## src/rtl/fixed_float_pkg.sv

```systemverilog
// ---------------------------------------------------------------------------
// fixed_float_pkg
// Shared constants and types for the fixed-to-float return path.
//   FIX_W    : width of the sign-magnitude fixed-point input {sign, int, frac}
//   FRAC_W   : fractional bits of the fixed-point input
//   MAG_W    : magnitude width (integer bit + fraction)
//   CNT_W    : width of the leading-zero / shift counter
//   FLT_W    : IEEE-754 single-precision width
//   EXP_BIAS : exponent of a value whose leading one sits in the integer bit
// ---------------------------------------------------------------------------
package fixed_float_pkg;

  localparam int FIX_W  = 22;
  localparam int FRAC_W = 20;
  localparam int MAG_W  = FRAC_W + 1;
  localparam int CNT_W  = 5;
  localparam int FLT_W  = 32;

  localparam logic [7:0] EXP_BIAS = 8'd127;

  typedef enum logic {
    IDLE = 1'b0,
    NORM = 1'b1
  } state_e;

  // Assemble a normal single from a magnitude whose MSB is already the hidden
  // one. lz is the number of places the magnitude was shifted up, so the
  // exponent is the bias minus that shift. The 20 fraction bits fill the top
  // of the 23-bit mantissa field exactly, so no rounding is ever needed.
  function automatic logic [FLT_W-1:0] pack_float(
    input logic             sign,
    input logic [CNT_W-1:0] lz,
    input logic [MAG_W-1:0] mag_n
  );
    logic [7:0] exp_f;
    exp_f = EXP_BIAS - {3'b000, lz};
    return {sign, exp_f, mag_n[FRAC_W-1:0], 3'b000};
  endfunction

endpackage

```

## src/rtl/fixed_float_conversion_lod.sv

```systemverilog
// ---------------------------------------------------------------------------
// leading_one_detect
// Combinational leading-zero count of the 21-bit magnitude. Used by the
// single-cycle normalizer build (FIXED_FLOAT_FAST_NORM_EN).
//   vec : magnitude to inspect
//   lz  : number of zeros above the most significant set bit (0..20);
//         0 when vec is all zeros (the zero case is flagged separately)
// ---------------------------------------------------------------------------
module leading_one_detect
  import fixed_float_pkg::*;
(
  input  logic [MAG_W-1:0] vec,
  output logic [CNT_W-1:0] lz
);

  // Scan upward; the highest set bit is the last one to write lz.
  always_comb begin
    lz = '0;
    for (int i = 0; i < MAG_W; i++) begin
      if (vec[i]) begin
        lz = CNT_W'(MAG_W - 1 - i);
      end
    end
  end

endmodule

```

## src/rtl/fixed_float_conversion.sv

```systemverilog
// ---------------------------------------------------------------------------
// fixed_float_conversion
// Repacks a 22-bit sign-magnitude fixed-point value (1 sign, 1 integer,
// 20 fraction bits) as an IEEE-754 single. The default build normalizes by
// shifting the magnitude up one place per cycle until its MSB is set; the
// latency is 1 + (leading zeros of the magnitude).
//
// Build option:
//   FIXED_FLOAT_FAST_NORM_EN : a combinational leading-one detector
//     pre-normalizes the magnitude at capture, so every conversion finishes
//     on the first NORM cycle (latency 1). Results are bit-identical.
//
// Ports:
//   clk    : rising-edge clock
//   rst_n  : asynchronous active-low reset
//   start  : conversion request, sampled only while idle
//   data   : {sign, int bit, 20 frac bits}, captured on the accepted start
//   busy   : high while a conversion is in progress (start ignored)
//   done   : one-cycle completion pulse
//   result : IEEE-754 single, held until the next completion
// ---------------------------------------------------------------------------
module fixed_float_conversion
  import fixed_float_pkg::*;
(
  input  logic             clk,
  input  logic             rst_n,
  input  logic             start,
  input  logic [FIX_W-1:0] data,
  output logic             busy,
  output logic             done,
  output logic [FLT_W-1:0] result
);

  state_e           state;
  logic             sign_r;
  logic [MAG_W-1:0] mag_r;
  logic [CNT_W-1:0] cnt_r;
  logic             zero_r;

  logic [MAG_W-1:0] mag_in;
  logic [CNT_W-1:0] lz_in;
  logic [MAG_W-1:0] mag_cap;

  assign mag_in = data[MAG_W-1:0];

`ifdef FIXED_FLOAT_FAST_NORM_EN
  // Pre-normalize at capture: the loaded magnitude already has its leading
  // one in the MSB and the counter already holds the shift, so NORM takes
  // the finalize branch on its first cycle.
  leading_one_detect u_lod (
    .vec (mag_in),
    .lz  (lz_in)
  );
  assign mag_cap = mag_in << lz_in;
`else
  // Iterative build: load the raw magnitude and let NORM shift it.
  assign lz_in   = '0;
  assign mag_cap = mag_in;
`endif

  // Capture (IDLE) -> normalize/finalize (NORM)
  always_ff @(posedge clk or negedge rst_n) begin
    if (!rst_n) begin
      state  <= IDLE;
      sign_r <= 1'b0;
      mag_r  <= '0;
      cnt_r  <= '0;
      zero_r <= 1'b0;
      busy   <= 1'b0;
      done   <= 1'b0;
      result <= '0;
    end else begin
      done <= 1'b0;
      case (state)
        IDLE: begin
          if (start) begin
            sign_r <= data[FIX_W-1];
            mag_r  <= mag_cap;
            cnt_r  <= lz_in;
            zero_r <= (mag_in == '0);
            busy   <= 1'b1;
            state  <= NORM;
          end
        end
        NORM: begin
          if (zero_r) begin
            // Zero magnitude would never normalize; emit a signed zero.
            result <= {sign_r, {(FLT_W-1){1'b0}}};
            done   <= 1'b1;
            busy   <= 1'b0;
            state  <= IDLE;
          end else if (mag_r[MAG_W-1]) begin
            result <= pack_float(sign_r, cnt_r, mag_r);
            done   <= 1'b1;
            busy   <= 1'b0;
            state  <= IDLE;
          end else begin
            // At most 20 shifts, so the 5-bit counter never wraps.
            mag_r <= mag_r << 1;
            cnt_r <= cnt_r + 1'b1;
          end
        end
        default: begin
          state <= IDLE;
          busy  <= 1'b0;
        end
      endcase
    end
  end

endmodule
```

## config.mk

```make
export PLATFORM = sky130hd
export DESIGN_NAME = fixed_float_conversion
export DESIGN_NICKNAME = d
export VERILOG_FILES = /design/src/rtl/fixed_float_pkg.sv /design/src/rtl/fixed_float_conversion_lod.sv /design/src/rtl/fixed_float_conversion.sv
export SDC_FILE = /design/constraint.sdc
export NUM_CORES = 1
export LEC_CHECK = 0
export BUFFER_PORTS_ARGS = -buffer_cell sky130_fd_sc_hd__buf_2
export CAP_MARGIN = 20
export CORE_MARGIN = 2
export CORE_UTILIZATION = 52
export CTS_CLUSTER_DIAMETER = 60
export DETAILED_ROUTE_END_ITERATION = 8
export PLACE_DENSITY = 0.87
export SYNTH_ARGS = -nofsm -noshare
export SYNTH_HDL_FRONTEND = slang
export SYNTH_SLANG_ARGS = --single-unit
```

## constraint.sdc

```tcl
create_clock -name clk -period 3.5 [get_ports clk]
set_input_delay 0.175 -clock clk [delete_from_list [all_inputs] [get_ports clk]]
set_output_delay 0.175 -clock clk [all_outputs]
set_load 0.03 [all_outputs]
```

==> results.cfg <==
[outcome]
status = complete, no violations

[layout]
nets = 297
drive_gt1_share_pct = 26.6
final_cells = 326
antenna_cells = 0
nFillCells = 358
area_growth_pct = 19.0

[routing]
postRouteAntennaNets = 0
drt_iter0_drc = 193
first_pass_iters = 4
vias = 1881
routed_wirelength_um = 5200
wl_per_cell_um = 16.0
via_per_inst = 5.77
drc = 0

[pwr]
peakVddDrop_mv = 0.445
p_leak_uw = 0.00145
power.total_uw = 2900
power_density_mw_per_mm2 = 1030

[yosys]
yosys_warnings = 0
seq_area_frac_synth_pct = 61.2
synth_seq_cells = 58
syn-cell-area_mm2 = 0.00237
ys_types = 27
syn-instance-count = 219
syn_area_per_cell_um2 = 10.8

[clock_network]
cts_buffers = 9
cts_setup_buffers = 0
clockRootBuffer = clkbuf_8
htreeDepth = 3
clock-sinks = 58
cts_tree = done
worstSkewPairLatency_ns = 0.33
ctsHoldBuffers = 1
cts_buffer_depth = 2
clk_pin_slew_ns = 0.06
cts_resized = 0

[die]
die_area_mm2 = 0.00511
row_count = 24
coreArea_mm2 = 0.00438
ios = 59
initial_core_util_pct = 54.1
die_h_um = 71.5
die_w_um = 71.5

[sta]
fin_crit_ns = 1.87
skew_ns = 0.00742
tightest_slew_ns = 0.972
max_freq_mhz = 535
relSlewSlack_pct = 34.9
slew_violations = 0
fin_crit_sh_pct = 53.4
rsz0062_at_grt = false
finalSetupViolations = 0
tns_ns = 0
finalWorstSetupSlack_ns = 1.63
hold_viol_final = 0

[worst_setup_path]
cp-end-kind = flop
crit_fanout = 25
required_ns = 3.76
cp.arrival_ns = 2.13
crit_type = reg -> reg
startpoint_type = flop

[grt]
grt_max_degree = 59
grt_pass1_wl_um = 8590
grt_antenna_before_repair = 0
grtUsageTotal_pct = 22.2
first_global_vias = 1803
overflow = 0

[min_path]
min_path_type = in -> reg

[place]
routabilityCongestion = 0.814
dp_hpwl_um = 3400
pre_cts_ws_ns = 1.62
dp_cells = 311
io_buffers = 54

[job]
cap_violations = 0
layout make-up:
cell class,count,area (µm²),area share [%]
repair buffers,59,310,11.0
multi-input cells,141,833,29.5
inverters,2,7.51,0.266
clock buffers,14,153,5.41
well taps,52,65.1,2.31
flip-flops and latches,58,1450,51.5
power by group:
group	internal [µW]	switching [µW]
registers	973	208
logic	420	797
clock network	269	233
total	1660	1240
routing by layer:
| metal | vias to the layer above | wire, µm | GRT usage, % |
|---|---|---|---|
| met5 | - | 0 | 0 |
| met4 | 0 | 89 | 10.5 |
| met3 | 8 | 329 | 5.91 |
| li1 | 880 | - | - |
| met1 | 921 | 2210 | 29.8 |
| met2 | 72 | 2570 | 33.8 |
cells in the mapped netlist:
library cell  number  area [µm²]
nand4_1            1        6.26
nand2b_1           1        6.26
or3b_1             1        8.76
or2_2              1        6.26
nor4bb_1           1        10.0
or3_1              1        6.26
ha_1               1        12.5
o21ai_0           11        55.1
mux2i_1            2        20.0
dfrtp_1           58        1450
inv_1              2        7.51
nor2_1             4        15.0
a22o_1            20         175
a21oi_1            1        5.00
nor3b_1            1        7.51
nand3_1           25         125
nor4_1             4        25.0
conb_1             1        3.75
xnor2_1            1        8.76
nor3_1             1        5.00
buf_2              2        10.0
mux2_2             1        11.3
clkbuf_1          14        52.6
nor2b_1            2        12.5
a22oi_1           19         143
nand2_1           38         143
buf_4              5        37.5
path summary, 6_finish.rpt:
check | startpoint | to | slack, ns | cells past startpoint
max | mag_r[20] | cnt_r[3] | 1.63 | 3
max reg2reg | mag_r[20] | cnt_r[3] | 1.63 | 3
max in group asynchronous | rst_n | result[11] | 2.50 | 3
min reg2reg | cnt_r[4] | cnt_r[4] | 0.48 | 1
min in group asynchronous | rst_n | result[19] | 0.51 | 3
min | data[21] | sign_r | 0.04 | 3
worst max-delay path: stages (launching register included):
cell     delay [ns]
dfrtp_1        0.45
or3b_1         0.74
or3_1          0.46
a21oi_1        0.14
metrics by stage:
| step | util (%) | area [µm²] | hold slack [ns] |
|---|---|---|---|
| after floorplan | - | 2380 | -0.121 |
| after global placement | 60.6 | 2660 | 0.355 |
| after detailed placement | 60.6 | 2660 | 0.352 |
| after CTS | 64.3 | 2820 | 0.0361 |
| after global routing | 64.3 | 2820 | 0.0689 |
| final | 64.3 | 2820 | 0.0434 |
kinds of logic after synthesis:
group	Yosys count	synth area share (%)
AOI/OAI and AO/OA	51	15.9
buffers and inverters	23	4.54
DFF	58	61.2
muxes	3	1.32
adders and majority gates	1	0.528
xor gates and xnor gates	1	0.370
and+or+nand+nor	81	15.9
other	1	0.158
cell usage in the layout (no fill, tap or decap), types with 2 or more instances in the layout:
cell type / n
clkbuf_8: 10
o21ai_0: 10
nor2_1: 4
buf_2: 54
nand3_1: 25
conb_1: 4
a22o_1: 20
dfrtp_1: 58
a22oi_1: 19
inv_1: 2
mux2i_1: 2
nand2_1: 38
buf_4: 4
clkbuf_1: 4
nor4_1: 4
state kept, by name, summed over array words and instances (netlist names):
signal and cells:
cnt_r 5, busy 1, mag_r 21, state 1
result 27, done 1, zero_r 1, sign_r 1
Note: power is estimated with default switching activity, not from simulation.
